===== src/rtl/eth_pkg.sv =====
// eth_pkg: shared Ethernet framing constants, transmit state encoding and CRC helper
package eth_pkg;
  localparam logic [7:0]  ETH_PREAMBLE  = 8'h55;
  localparam logic [7:0]  ETH_SFD       = 8'hD5;
  localparam logic [31:0] CRC32_POLY    = 32'h04C11DB7;
  localparam logic [31:0] CRC32_INIT    = 32'hFFFFFFFF;
  localparam logic [31:0] CRC32_RESIDUE = 32'hC704DD7B;
  typedef enum logic [2:0] {
    ST_IDLE,
    ST_PRE,
    ST_SFD,
    ST_DATA,
    ST_PAD,
    ST_FCS,
    ST_IFG
  } tx_state_t;
  function automatic logic [31:0] bitrev32(input logic [31:0] x);
    logic [31:0] r;
    for (int i = 0; i < 32; i++) r[i] = x[31-i];
    return r;
  endfunction
endpackage


===== src/rtl/crc32_d8.sv =====
// crc32_d8: reflected CRC-32 next state after absorbing one byte, LSB first
module crc32_d8
  import eth_pkg::*;
(
  input  logic [31:0] crc_in,
  input  logic [7:0]  data,
  output logic [31:0] crc_out
);
  localparam logic [31:0] POLY_R = bitrev32(CRC32_POLY);
  logic [31:0] c;
  always_comb begin
    c = crc_in ^ {24'h0, data};
    for (int i = 0; i < 8; i++) c = c[0] ? (c >> 1) ^ POLY_R : c >> 1;
    crc_out = c;
  end
endmodule


===== src/rtl/gmii_tx_framer.sv =====
// gmii_tx_framer: wraps a payload stream in preamble, SFD, pad and FCS, then enforces the IFG
module gmii_tx_framer
  import eth_pkg::*;
#(
  parameter int unsigned PREAMBLE_LEN = 7,
  parameter int unsigned MIN_PAYLOAD  = 60,
  parameter int unsigned IFG_CYCLES   = 12
) (
  input  logic       gmii_tx_clk,
  input  logic       rst,
  input  logic       tx_valid,
  input  logic [7:0] tx_data,
  input  logic       tx_last,
  output logic       tx_ready,
  output logic       tx_done,
  output logic       tx_err,
  output logic       gmii_tx_en,
  output logic       gmii_tx_er,
  output logic [7:0] gmii_txd
);
  localparam logic [7:0]  PRE_N    = 8'(PREAMBLE_LEN);
  localparam logic [10:0] MIN_N    = 11'(MIN_PAYLOAD);
  localparam logic [7:0]  IFG_LAST = 8'(IFG_CYCLES - 1);
  tx_state_t   state_q, state_d;
  logic [7:0]  cnt_q, cnt_d, txd_q, txd_d;
  logic [10:0] bcnt_q, bcnt_d, bcnt_inc;
  logic [31:0] crc_q, crc_d, crc_nxt, fcs;
  logic        last_q, last_d, en_q, en_d, er_q, er_d, done_q, done_d, err_q, err_d;
  assign tx_ready = state_q == ST_SFD || (state_q == ST_DATA && !last_q);
  assign bcnt_inc = (&bcnt_q) ? bcnt_q : bcnt_q + 11'd1;
  assign fcs      = ~crc_q;
  // Pad bytes are zeros, so the CRC sees 0x00 whenever no payload beat is being taken
  crc32_d8 u_crc (
    .crc_in (crc_q),
    .data   (tx_ready ? tx_data : 8'h00),
    .crc_out(crc_nxt)
  );
  always_comb begin
    state_d = state_q;
    cnt_d   = cnt_q;
    bcnt_d  = bcnt_q;
    crc_d   = crc_q;
    last_d  = last_q;
    txd_d   = 8'h00;
    en_d    = 1'b0;
    er_d    = 1'b0;
    done_d  = 1'b0;
    err_d   = 1'b0;
    case (state_q)
      ST_IDLE: if (tx_valid) begin
        state_d = ST_PRE;
        cnt_d   = 8'd1;
        bcnt_d  = '0;
        crc_d   = CRC32_INIT;
        last_d  = 1'b0;
        txd_d   = ETH_PREAMBLE;
        en_d    = 1'b1;
      end
      ST_PRE: begin
        en_d    = 1'b1;
        cnt_d   = cnt_q + 8'd1;
        txd_d   = (cnt_q == PRE_N) ? ETH_SFD : ETH_PREAMBLE;
        state_d = (cnt_q == PRE_N) ? ST_SFD : ST_PRE;
      end
      ST_SFD, ST_DATA, ST_PAD: begin
        en_d = 1'b1;
        if (state_q == ST_PAD || last_q) begin
          if (bcnt_q < MIN_N) begin
            state_d = ST_PAD;
            crc_d   = crc_nxt;
            bcnt_d  = bcnt_inc;
          end else begin
            state_d = ST_FCS;
            cnt_d   = '0;
            txd_d   = fcs[7:0];
          end
        end else if (tx_valid) begin
          state_d = ST_DATA;
          txd_d   = tx_data;
          crc_d   = crc_nxt;
          bcnt_d  = bcnt_inc;
          last_d  = tx_last;
        end else if (state_q == ST_SFD) begin
          txd_d = ETH_PREAMBLE;
        end else begin
          // Underrun: one errored symbol, then straight to the gap with no FCS
          state_d = ST_IFG;
          cnt_d   = '0;
          er_d    = 1'b1;
          err_d   = 1'b1;
        end
      end
      ST_FCS: begin
        if (cnt_q == 8'd3) begin
          state_d = (IFG_LAST == 8'd0) ? ST_IDLE : ST_IFG;
          cnt_d   = (IFG_LAST == 8'd0) ? 8'd0 : 8'd1;
        end else begin
          en_d   = 1'b1;
          cnt_d  = cnt_q + 8'd1;
          txd_d  = fcs[{cnt_d[1:0], 3'b000} +: 8];
          done_d = cnt_q == 8'd2;
        end
      end
      ST_IFG: begin
        state_d = (cnt_q >= IFG_LAST) ? ST_IDLE : ST_IFG;
        cnt_d   = (cnt_q >= IFG_LAST) ? 8'd0 : cnt_q + 8'd1;
      end
      default: state_d = ST_IDLE;
    endcase
  end
  always_ff @(posedge gmii_tx_clk or posedge rst) begin
    if (rst) begin
      state_q <= ST_IDLE;
      cnt_q   <= '0;
      bcnt_q  <= '0;
      crc_q   <= CRC32_INIT;
      last_q  <= 1'b0;
      txd_q   <= '0;
      en_q    <= 1'b0;
      er_q    <= 1'b0;
      done_q  <= 1'b0;
      err_q   <= 1'b0;
    end else begin
      state_q <= state_d;
      cnt_q   <= cnt_d;
      bcnt_q  <= bcnt_d;
      crc_q   <= crc_d;
      last_q  <= last_d;
      txd_q   <= txd_d;
      en_q    <= en_d;
      er_q    <= er_d;
      done_q  <= done_d;
      err_q   <= err_d;
    end
  end
  assign gmii_txd   = txd_q;
  assign gmii_tx_en = en_q;
  assign gmii_tx_er = er_q;
  assign tx_done    = done_q;
  assign tx_err     = err_q;
endmodule


===== config.mk =====
export PLATFORM = sky130hd
export DESIGN_NAME = gmii_tx_framer
export DESIGN_NICKNAME = d
export VERILOG_FILES = /design/src/rtl/eth_pkg.sv /design/src/rtl/crc32_d8.sv /design/src/rtl/gmii_tx_framer.sv
export SDC_FILE = /design/constraint.sdc
export NUM_CORES = 1
export LEC_CHECK = 0
export ABC_AREA = 1
export BUFFER_PORTS_ARGS = -buffer_cell sky130_fd_sc_hd__buf_4
export CORE_UTILIZATION = 55
export CTS_CLUSTER_DIAMETER = 40
export DETAILED_ROUTE_END_ITERATION = 6
export MAX_ROUTING_LAYER = met4
export PLACE_DENSITY = 0.73
export SLEW_MARGIN = 20
export SYNTH_ARGS = -nofsm -noshare
export SYNTH_HDL_FRONTEND = slang
export SYNTH_HIERARCHICAL = 1
export SYNTH_SLANG_ARGS = --single-unit

===== constraint.sdc =====
create_clock -name gmii_tx_clk -period 2.6 [get_ports gmii_tx_clk]
set_input_delay 0.26 -clock gmii_tx_clk [delete_from_list [all_inputs] [get_ports gmii_tx_clk]]
set_output_delay 0.26 -clock gmii_tx_clk [all_outputs]
set_load 0.005 [all_outputs]

# After elaboration in Yosys (flattened, before gate mapping)
# Cells that the tools add are included.
[word_totals] output_inout_bits=13 regBits=66
[classes] n_bitwise=10 n_shift=1 muxes=58 n_lt_le_gt_ge=2 reduce_logical=14 addsub=2 eq_ne=19
[op_table] operator="32-bit two-way mux" n=12
[op_table] operator="13-bit NOT with 14-bit output" n=8
[op_table] operator="8-bit two-way mux" n=13
[op_table] operator="32-bit case mux with 2 select lines" n=1
[op_table] operator="11-bit two-way mux" n=5
[op_table] operator="8-bit case mux with 5 select lines" n=1
[op_table] operator="32-bit NOT" n=1
[op_table] operator="8-bit case mux with 4 select lines" n=1
[op_table] operator="32-bit by 6-bit indexed part select with 8-bit output" n=1
[op_table] operator="32-bit by 8-bit bitwise XOR with 32-bit output" n=1
[op_table] operator="11-bit case mux with 2 select lines" n=1
[op_table] operator="3-bit two-way mux" n=6
[op_table] operator="8-bit by 2-bit equality test with 1-bit output (second input constant)" n=2
[op_table] operator="3-bit != test (second input constant)" n=5
[op_table] operator="3-bit case mux with 5 select lines" n=1
[op_table] operator="7-bit two-way mux" n=2
[op_table] operator="1-bit two-way mux" n=12
[op_table] operator="11-bit by 1-bit adder with 11-bit output (second input constant)" n=1
[op_table] operator="11-bit by 6-bit less-than comparator with 1-bit output (second input constant)" n=1
[op_table] operator="11-bit AND reduction" n=1
[op_table] operator="3-bit equality test (second input constant)" n=3
[op_table] operator="8-bit by 1-bit adder with 8-bit output (second input constant)" n=1
[op_table] operator="8-bit by 3-bit equality test with 1-bit output (second input constant)" n=1
[op_table] operator="8-bit by 4-bit greater-or-equal comparator with 1-bit output (second input constant)" n=1
[op_table] operator="other kinds (18)" n=24

# Logic depth before layout (Yosys ltp)
# Gate-level depths: netlist of the first run.
[depth] ltp_word=24 ltp_mapped=19

# Modules after synthesis
# The synthesis of the first run kept the hierarchy.
[modules_own_cells] mod="gmii_tx_framer" instances=1 seq_area_each_um2=1691.6 cells_each=547 area_per_inst_um2=3981.3
[modules_own_cells] mod="crc32_d8" instances=1 seq_area_each_um2=0.0 cells_each=218 area_per_inst_um2=1388.8

# Least setup slack after synthesis of the first run
# No wires, ideal clock.
[synth_timing] path_type="register to register" from="register state_q[1]" to="register crc_q[19]" setup_time_ns=0.078 period_less_slack_ns=2.098 path_stages_with_launch=18 arrival_time_ns=2.020 slack_ns=0.502 cell_sequence="dfrtp_1 inv_1 nor2_1 nand2_1 nand2_1 inv_1 nor2_1 nand2_1 nand2_4 nand2_4 nand2_8 nand2_2 nand2_4 nand2_4 nand3_1 nand2_1 nor2_1 o21ai_2"
[synth_via] elab_chain_cells=21 elab_cells_between_ends=34 classes_between="6 x eq/ne; 13 x mux; 8 x bitwise; 7 x reduce/logical"
[synth_rtl] item="from (decl)" line_no="gmii_tx_framer.sv:24" text="tx_state_t state_q, state_d;"
[synth_rtl] item="from (signal assigned)" line_no="gmii_tx_framer.sv:124" text="state_q <= state_d;"
[synth_rtl] item="3-bit by 2-bit equality test with 1-bit output" line_no="gmii_tx_framer.sv:29" text="assign tx_ready = state_q == ST_SFD || (state_q == ST_DATA && !last_q);"
[synth_rtl] item="1-bit logical AND" line_no="gmii_tx_framer.sv:29"
[synth_rtl] item="1-bit logical OR *" line_no="gmii_tx_framer.sv:29"
[synth_rtl] item="named net tx_ready" line_no="gmii_tx_framer.sv:14" text="output logic tx_ready,"
[synth_rtl] item="8-bit two-way mux *" line_no="gmii_tx_framer.sv:35" text=".data (tx_ready ? tx_data : 8'h00),"
[synth_rtl] item="32-bit by 8-bit bitwise XOR with 32-bit output *" line_no="crc32_d8.sv:12" text="c = crc_in ^ {24'h0, data};"
[synth_rtl] item="32-bit two-way mux * (2 in a row)" line_no="crc32_d8.sv:13" text="for (int i = 0; i < 8; i++) c = c[0] ? (c >> 1) ^ POLY_R : c >> 1;"
[synth_rtl] item="13-bit NOT with 14-bit output (no source line)"
[synth_rtl] item="[... 6 more ...]"
[synth_rtl] item="13-bit NOT with 14-bit output (no source line)"
[synth_rtl] item="32-bit two-way mux *" line_no="crc32_d8.sv:13"
[synth_rtl] item="13-bit NOT with 14-bit output (no source line)"
[synth_rtl] item="32-bit two-way mux *" line_no="crc32_d8.sv:13"
[synth_rtl] item="named net crc_nxt[19]" line_no="gmii_tx_framer.sv:27" text="logic [31:0] crc_q, crc_d, crc_nxt, fcs;"
[synth_rtl] item="32-bit two-way mux, on equally long branches" line_no="gmii_tx_framer.sv:77, gmii_tx_framer.sv:68"
[synth_rtl] item="32-bit two-way mux *" line_no="gmii_tx_framer.sv:67" text="if (state_q == ST_PAD || last_q) begin"
[synth_rtl] item="32-bit case mux with 2 select lines *" line_no="gmii_tx_framer.sv:49" text="case (state_q)"
[synth_rtl] item="to (signal assigned)" line_no="gmii_tx_framer.sv:127" text="crc_q <= crc_d;"
[synth_rtl] item="to (decl)" line_no="gmii_tx_framer.sv:27"
# The timed path passes the listed nets; every way through them passes the cells marked *. The select of a mux whose other input is x is not followed.
# A chain may end at the register's enable or synchronous reset.

# Final worst setup path of the first run
[layout_timing] from="register state_q[1]" to="register crc_q[16]"
[layout_via] elab_chain_cells=19 elab_cells_between_ends=30 classes_between="6 x eq/ne; 13 x mux; 4 x bitwise; 7 x reduce/logical"
[layout_rtl] item="3-bit by 2-bit equality test with 1-bit output" line_no="gmii_tx_framer.sv:29"
[layout_rtl] item="1-bit logical AND" line_no="gmii_tx_framer.sv:29"
[layout_rtl] item="1-bit logical OR *" line_no="gmii_tx_framer.sv:29"
[layout_rtl] item="8-bit two-way mux *" line_no="gmii_tx_framer.sv:35"
[layout_rtl] item="32-bit by 8-bit bitwise XOR with 32-bit output *" line_no="crc32_d8.sv:12"
[layout_rtl] item="32-bit two-way mux * (2 in a row)" line_no="crc32_d8.sv:13"
[layout_rtl] item="13-bit NOT with 14-bit output (no source line)"
[layout_rtl] item="32-bit two-way mux *" line_no="crc32_d8.sv:13"
[layout_rtl] item="13-bit NOT with 14-bit output (no source line)"
[layout_rtl] item="32-bit two-way mux *" line_no="crc32_d8.sv:13"
[layout_rtl] item="13-bit NOT with 14-bit output (no source line)"
[layout_rtl] item="32-bit two-way mux * (4 in a row)" line_no="crc32_d8.sv:13"
[layout_rtl] item="named net crc_nxt[16]" line_no="gmii_tx_framer.sv:27"
[layout_rtl] item="32-bit two-way mux, on equally long branches" line_no="gmii_tx_framer.sv:77, gmii_tx_framer.sv:68"
[layout_rtl] item="32-bit two-way mux *" line_no="gmii_tx_framer.sv:67"
[layout_rtl] item="32-bit case mux with 2 select lines *" line_no="gmii_tx_framer.sv:49"
# Marks and branches as above.

==> results of run 1 <==
final timing paths:
kind	endpoint	slack [ns]
worst min register to register	crc_q[22]	0.49
worst min-delay path	tx_err	0.12
max in group asynchronous	crc_q[25]	1.71
worst max register to register	crc_q[16]	0.16
worst max-delay path	crc_q[16]	0.16
min in group asynchronous	gmii_txd[7]	0.54
timing repair:
action	4_1_cts	5_1_grt
endpoints found under the hold margin	9	0
resized for setup	0	17
buffers inserted	0	4
setup endpoints to repair	0	14
hold buffers	1	0
flip-flops by register name, summed over array words and instances (netlist names):
register	cells
cnt_q	8
tx_err	1
gmii_tx_en	1
last_q	1
state_q	3
bcnt_q	11
gmii_txd	8
tx_done	1
crc_q	32
routing by layer:
layer / track usage, % / share of wire [%] / vias to the layer above
met5: - / 0 / -
met4: 9.922 / 2.0 / 0
met1: 37.52 / 46 / 2253
met3: 3.883 / 5.0 / 23
met2: 45.52 / 47 / 129
li1: - / - / 2417
Yosys cell counts (all sizes together):
master,number,area share [%]
nand2,328,28
nor3,1,0.093
o21ai,53,7.2
clkinv,1,0.070
a21oi,7,0.65
xnor2,12,2.4
dfrtp,34,16
nor4b,1,0.16
nand4,7,0.82
xor2,41,7.5
nand3,48,4.5
xnor3,1,0.42
dfstp,32,16
buf,13,2.2
o211ai,1,0.14
a21o,1,0.14
nor2,88,6.4
inv,81,5.8
nand3b,4,0.56
o221ai,3,0.49
clkbuf,5,0.35
ha,3,0.70
kinds of logic (layout without fill, tap and decap cells):
kind of cell,count (synthesis),in the layout,synth area share (%)
AO/OA/AOI/OAI,65,65,8.598
XOR/XNOR,54,54,10.32
adder cells (fa/ha/maj),3,3,0.6990
buffers and inverters,100,132,8.411
flip-flops,66,66,31.50
AND/OR/NAND/NOR,477,477,40.47
through the flow:
stage	hold slack [ns]	utilization, %	TNS [ns]
3_5_place_dp	0.3751	60.44	0
6_report	0.1168	63.43	0
3_3_place_gp	0.3702	60.44	0
5_1_grt	0.08869	63.43	-0.03652
2_1_floorplan	0.3308	-	0
4_1_cts	0.09633	62.23	0
final cells by class:
cell class                 instances  share of cell area [%]
tap                              129                   2.728
sequential                        66                   28.59
clock buffer                      13                   2.347
timing repair buffer              34                   4.990
inverter                          82                   5.392
clock inverter                     3                  0.2960
multi-input combinational        599                   55.66
==> out/metrics.yaml, run 1 <==
hp-class: "in -> reg"
route.detailed.drc: 0
ant_nets: 0
synthCells: 765
drt-vias-per-instance: 5.207
htreeDepth: 3
grt_usage_pct: 28.61
synth_warnings: 6
dp.cells: 905
gp_congestion: 0.9093
hold_start: "tx_valid"
ys_ff_latch: 66
ff_latch_area_um2: 1692
path_max_fanout: 8
layoutNonFillerInstCount: 926
path_buf_inv: 6
stdcell_area_um2: 5917
slowest_stage: "dfrtp_1"
tightest_slew_ns: 0.6313
antenna_found_initial: 0
synth_area_um2: 5370
crit_path_frequent_cell: "nand2_1"
cts_buffer_depth: 2
max_stage_delay_ns: 0.37
grt_start_max_net_pins: 67
cp.depth: 19
wire_per_inst_um: 14.16
wl_um: 13110
tritoncts: "done"
nets: 807
port_buffers: 24
grt_overflow: 0
setup_slack_ns: 0.1573
n_antenna_cell: 0
num_vias: 4822
fp.dieW_um: 100.8
worstSetupStartpoint: "state_q[1]"
path_class: "reg -> reg"
grt_pass1_vias: 4645
pin_count: 25
grt_pass1_wl_um: 21980
seq_area_frac_synth_pct: 31.50
clock-sinks: 66
worstSetupEndpointType: "flip-flop"
fp.dieH_um: 100.8
netlist-cell-type-count: 37
crit_chain: "inv_1, nor2_2, nand2_1, nand2_2, clkinvlp_4, buf_12, nor2_2, inv_1, nand2_1, nand2_2, nand2_2, nand2_8, xor2_4, inv_2, nand2_1, nand2_1, inv_1, nor2_1, o21ai_2"
startpoint_type: "flip-flop"
multi_input_comb_area_um2: 3293
placed_cell_area_um2: 5638
final_cell_mix: "276 x nand2_1, 77 x nor2_1, 64 x inv_1, 48 x nand3_1, 36 x xor2_1"
crit_family: "simple AND/OR/NAND/NOR gates"
cts_buffers: 9
drtIter0Drc: 266
clk_latency_ns: 0.35
slew_viol_final: 0
fmax_mhz: 409.4
die-area_um2: 10160
setup_viol: 0
design.core.area_um2: 9328
ff2ff_path_depth: 19
drive_gt1_share_pct: 24.72
n_fill_cell: 885
final_common_cell: "nand2_1"
syn_nets: 780
crit_required_ns: 2.86
dp_hpwl_um: 9357
drt-pass1-iter-count: 5
fin_crit_ns: 2.443
hold_viol_final: 0
areaGrowthSynthToFinish_pct: 10.18
min_period_over_period_pct: 93.95
crit-reg2reg-launch: "state_q[1]"
place_worst_setup_slack_ns: 0.1575
initial_core_util_pct: 57.57
outcome: "complete, no violations"
maxSlewHeadroom_pct: 57.76
maxCapViolations: 0
synth_area_per_cell_um2: 7.020
critPathArrivalTime_ns: 2.70
fp-row-count: 35
clock-root-buffer: "clkbuf_8"
whs_path_depth: 2
clock-skew-final_ns: 0.01930
clk_transition_reported_paths_ns: 0.07
Power of run 1 is not shown: default switching activity piles up to over one toggle a cycle in this logic, so the estimate is an artifact.
==> inputs of run 2 (changes only) <==
Settings changed: CORE_UTILIZATION 55 to 51, PLACE_DENSITY 0.73 to 0.68.
Clock period 2.6 ns to 2.75 ns, I/O delays scaled along.
==> out/metrics.yaml, run 2 (synthesized netlist as in run 1, its figures left out) <==
clock-skew-final_ns: 0.01131  # was 0.01930 ns
initial_core_util_pct: 52.25  # was 57.57%
worstSetupEndpointType: "flip-flop"  # unchanged
grt_setup_unrepaired: "false"
slew_viol_final: 0  # unchanged
hold-worst-slack_ns: 0.03639  # was 0.1168 ns
fp.dieH_um: 104.6  # was 100.8 um
drt-pass1-iter-count: 5  # unchanged
path_class: "reg -> reg"  # unchanged
wl_um: 13130  # was 13110 um
maxCapViolations: 0  # unchanged
drt-vias-per-instance: 5.165  # was 5.207
n_fill_cell: 991  # was 885
clock-root-buffer: "clkbuf_8"  # unchanged
clk_transition_reported_paths_ns: 0.08  # was 0.07 ns
tightest_slew_ns: 0.7268  # was 0.6313 ns
stdcell_area_um2: 5824  # was 5917 um2
drtIter0Drc: 338  # was 266
n_antenna_cell: 0  # unchanged
maxSlewHeadroom_pct: 51.47  # was 57.76%
largest_register_ffs: 32  # unchanged
antenna_found_initial: 0  # unchanged
hold_viol_final: 0  # unchanged
ff2ff_path_depth: 15  # was 19
min_period_over_period_pct: 91.31  # was 93.95%
areaGrowthSynthToFinish_pct: 8.458  # was 10.18%
critPathArrivalTime_ns: 2.79  # was 2.70 ns
grt_pass1_vias: 4568  # was 4645
grt_usage_pct: 26.37  # was 28.61%
r2r_slack_ns: 0.24  # was 0.16 ns
clk_latency_ns: 0.35  # about the same
htreeDepth: 3  # unchanged
pin_count: 25  # unchanged
fp.dieW_um: 104.6  # was 100.8 um
route.detailed.drc: 0  # unchanged
cts_buffer_depth: 2  # unchanged
wire_per_inst_um: 14.18  # was 14.16 um
use_met1_pct: 34.30  # was 37.52%
utilization_pct: 56.67  # was 63.43%
num_vias: 4783  # was 4822
cts_buffers: 9  # unchanged
hp-class: "in -> async"  # was in -> reg
fmax_mhz: 398.2  # was 409.4 MHz
final_common_cell: "nand2_1"  # unchanged
clock-sinks: 66  # unchanged
design.core.area_um2: 10280  # was 9328 um2
fp-row-count: 37  # was 35
port_buffers: 24  # unchanged
ant_nets: 0  # unchanged
crit-reg2reg-launch: "state_q[1]"  # unchanged
startpoint_type: "flip-flop"  # unchanged
die-area_um2: 10940  # was 10160 um2
cts_setup_buffers: 0  # unchanged
crit-reg2reg-capture: "crc_q[24]"  # was crc_q[16]
gp_congestion: 0.8985  # was 0.9093
grt_start_max_net_pins: 65  # was 67
top_register: "crc_q"  # unchanged
top_regs: "crc_q x32, bcnt_q x11"  # unchanged
use_met3_pct: 4.741  # was 3.883%
path_max_fanout: 8  # unchanged
setup_tns_ns: 0  # unchanged
placed_cell_area_um2: 5627  # was 5638 um2
outcome: "complete, no violations"  # unchanged
ctsHoldBuffers: 0  # was 1
setup_viol: 0  # unchanged
met2_usage_pct: 41.58  # was 45.52%
drive_gt1_share_pct: 23.04  # was 24.72%
busiest_layer: "met2"  # unchanged
crit_required_ns: 3.03  # was 2.86 ns
tritoncts: "done"  # unchanged
grt_overflow: 0  # unchanged
fin_crit_ns: 2.511  # was 2.443 ns
dp_hpwl_um: 9638  # was 9357 um
final_cell_mix: "277 x nand2_1, 85 x nor2_1, 65 x inv_1, 48 x nand3_1, 37 x xor2_1"  # was 276 x nand2_1, 77 x nor2_1, 64 x inv_1, 48 x nand3_1, 36 x xor2_1
nets: 801  # was 807
grt_pass1_wl_um: 22340  # was 21980 um
[run 2: stage by stage]
step | worst slack (ns) | cells
after floorplan | 0.6518 | 765
after global routing | 0.009247 | 926
final | 0.2389 | 926
after global placement | 0.4002 | 911
after CTS | 0.2233 | 926
after detailed placement | 0.2795 | 911
[run 2: how the worst max path moves through the flow]
stage	from	end	slack, ns	cells past startpoint
floorplan	state_q[1]	crc_q[19]	0.65	17
finish	state_q[1]	crc_q[24]	0.24	15
detailed placement	state_q[1]	crc_q[18]	0.28	17
global placement	state_q[1]	crc_q[18]	0.40	17
global route	state_q[1]	crc_q[20]	0.009	19
CTS	state_q[1]	crc_q[18]	0.22	17
[run 2: metal layers]
metal | routed length (um) | share of wire (%)
met5 | 0 | 0
met4 | 278 | 2.1
met3 | 673 | 5.1
met2 | 6072 | 46
met1 | 6109 | 47
[run 2: critical path, stage by stage, from the launching register on]
cell     delay [ns]
dfrtp_1        0.42
inv_1          0.09
nor2_1         0.16
nand2_1        0.11
nand2_1        0.09
inv_1          0.15
nor2_1         0.20
inv_1          0.08
nand2_1        0.07
nand2_2        0.14
xnor2_1        0.36
nand2_1        0.11
nand2_1        0.10
xnor2_1        0.12
nor2_1         0.08
o21ai_2        0.15
[run 2: area by class of cell]
class / instances / area, um2 / area share, %
Inverter: 82 / 315.3 / 5.414
Tap cell: 136 / 170.2 / 2.922
Clock buffer: 12 / 155.1 / 2.664
Multi-Input combinational cell: 599 / 3229 / 55.45
Timing Repair Buffer: 28 / 222.7 / 3.824
Sequential cell: 66 / 1692 / 29.04
Clock inverter: 3 / 40.04 / 0.6874
[run 2: what timing repair did]
item,4_1_cts,5_1_grt
setup endpoints to repair,0,1
resized for setup,0,1
endpoints found under the hold margin,0,0
Power of run 2 is left out for the same reason.
==> inputs of run 3 (changes only) <==
Settings changed: CORE_MARGIN set to 8, PLACE_DENSITY 0.68 to unset, PLACE_DENSITY_LB_ADDON set to 0.1.
==> out/metrics.yaml, run 3 (synthesized netlist as in run 1, its figures left out) <==
cts_buffers: 9  # unchanged
grt_pass1_wl_um: 23000  # was 22340 um
fp.dieW_um: 118.6  # was 104.6 um
cts_buffer_depth: 2  # unchanged
clk_transition_reported_paths_ns: 0.08  # about the same
ant_nets: 0  # unchanged
critPathArrivalTime_ns: 2.78  # was 2.79 ns
setup_tns_ns: 0  # unchanged
fmax_mhz: 400.7  # was 398.2 MHz
wl_um: 13720  # was 13130 um
nets: 803  # was 801
htreeDepth: 3  # unchanged
final_cell_mix: "276 x nand2_1, 81 x nor2_1, 65 x inv_1, 48 x nand3_1, 37 x xor2_1"  # was 277 x nand2_1, 85 x nor2_1, 65 x inv_1, 48 x nand3_1, 37 x xor2_1
fin_crit_ns: 2.496  # was 2.511 ns
maxSlewHeadroom_pct: 54.13  # was 51.47%
crit_required_ns: 3.04  # was 3.03 ns
initial_core_util_pct: 52.25  # unchanged
hp-class: "in -> async"  # unchanged
clock-root-buffer: "clkbuf_8"  # unchanged
areaGrowthSynthToFinish_pct: 9.296  # was 8.458%
slew_viol_final: 0  # unchanged
gp_congestion: 0.8927  # was 0.8985
fp.dieH_um: 118.6  # was 104.6 um
min_period_over_period_pct: 90.76  # was 91.31%
grt_setup_unrepaired: "false"  # unchanged
placed_cell_area_um2: 5642  # was 5627 um2
route.detailed.drc: 0  # unchanged
design.core.area_um2: 10280  # unchanged
final_common_cell: "nand2_1"  # unchanged
port_buffers: 24  # unchanged
drive_gt1_share_pct: 24.09  # was 23.04%
clock-skew-final_ns: 0.009240  # was 0.01131 ns
n_antenna_cell: 0  # unchanged
top_regs: "crc_q x32, bcnt_q x11"  # unchanged
startpoint_type: "flip-flop"  # unchanged
wire_per_inst_um: 14.77  # was 14.18 um
drt-pass1-iter-count: 5  # unchanged
largest_register_ffs: 32  # unchanged
dp_hpwl_um: 10070  # was 9638 um
clock-sinks: 66  # unchanged
cts_setup_buffers: 0  # unchanged
path_class: "reg -> reg"  # unchanged
drt-vias-per-instance: 5.141  # was 5.165
hold_viol_final: 0  # unchanged
maxCapViolations: 0  # unchanged
stdcell_area_um2: 5869  # was 5824 um2
clk_latency_ns: 0.36  # was 0.35 ns
antenna_found_initial: 0  # unchanged
fp-row-count: 37  # unchanged
worstSetupEndpointType: "flip-flop"  # unchanged
grt_usage_pct: 20.75  # was 26.37%
die-area_um2: 14070  # was 10940 um2
grt_pass1_vias: 4538  # was 4568
outcome: "complete, no violations"  # unchanged
drtIter0Drc: 305  # was 338
grt_start_max_net_pins: 65  # unchanged
setup_viol: 0  # unchanged
top_register: "crc_q"  # unchanged
tritoncts: "done"  # unchanged
pin_count: 25  # unchanged
num_vias: 4776  # was 4783
utilization_pct: 57.11  # was 56.67%
tightest_slew_ns: 0.6870  # was 0.7268 ns
grt_overflow: 0  # unchanged
path_max_fanout: 8  # unchanged
[run 3: cell types whose count changed in the layout (fill, tap and decap cells not counted)]
cell,previous run,this run
clkinvlp_4,0,2
xnor2_2,1,2
xnor2_1,10,9
clkinv_2,2,1
nor2_1,85,81
buf_4,27,29
nand2_2,28,29
nor2_2,1,5
nand2_1,277,276
[run 3: final timing paths]
check,start,end,slack (ns),cells past startpoint
max,state_q[1],crc_q[26],0.25,17
min,rst,state_q[1],0.02,2
max in group asynchronous,rst,crc_q[29],2.01,3
min in group gmii_tx_clk,tx_valid,tx_err,0.11,2
max reg2reg,state_q[1],crc_q[26],0.25,17
min reg2reg,crc_q[22],crc_q[22],0.50,2
[run 3: per-layer routing]
metal | part of all wire, % | track usage (%) | routed length [um] | up-vias
met2 | 45 | 31.51 | 6212 | 126
met4 | 2.3 | 8.300 | 320 | 0
met5 | 0 | - | 0 | -
li1 | - | - | - | 2414
met1 | 47 | 27.10 | 6475 | 2211
met3 | 5.2 | 3.332 | 710 | 25
[run 3: critical path: stages (launching register included)]
cell	delay, ns
dfrtp_1	0.42
inv_1	0.12
nor2_2	0.07
nand2_1	0.10
nand2_1	0.08
inv_1	0.30
nor2_1	0.13
inv_1	0.10
nand2_1	0.07
nand2_2	0.15
nand2_2	0.12
nand2_8	0.14
xor2_4	0.21
nand3_1	0.09
nand2_1	0.07
inv_1	0.03
nor2_1	0.13
o21ai_2	0.07
[run 3: final cells by class]
type | count | area (um2)
clock inverters | 4 | 50.05
multi-input cells | 599 | 3249
inverters | 82 | 315.3
fillers | 1044 | 4408
clock buffers | 12 | 155.1
flip-flops and latches | 66 | 1692
repair buffers | 30 | 237.7
well taps | 136 | 170.2
[run 3: per-stage QoR]
step,setup slack [ns],cells,hold slack (ns)
finish,0.2542,929,0.02041
global route,0.006002,929,0.06302
CTS,0.2324,929,0.04893
detailed placement,0.2529,913,0.4394
global placement,0.3457,913,0.4113
floorplan,0.6518,765,0.3458
[run 3: repair_timing]
item / CTS / global route
endpoints found under the hold margin: 0 / 0
resized for setup: 0 / 7
endpoints found under the setup margin: 0 / 13
hold buffers: 0 / 0
Power of run 3 is left out for the same reason.
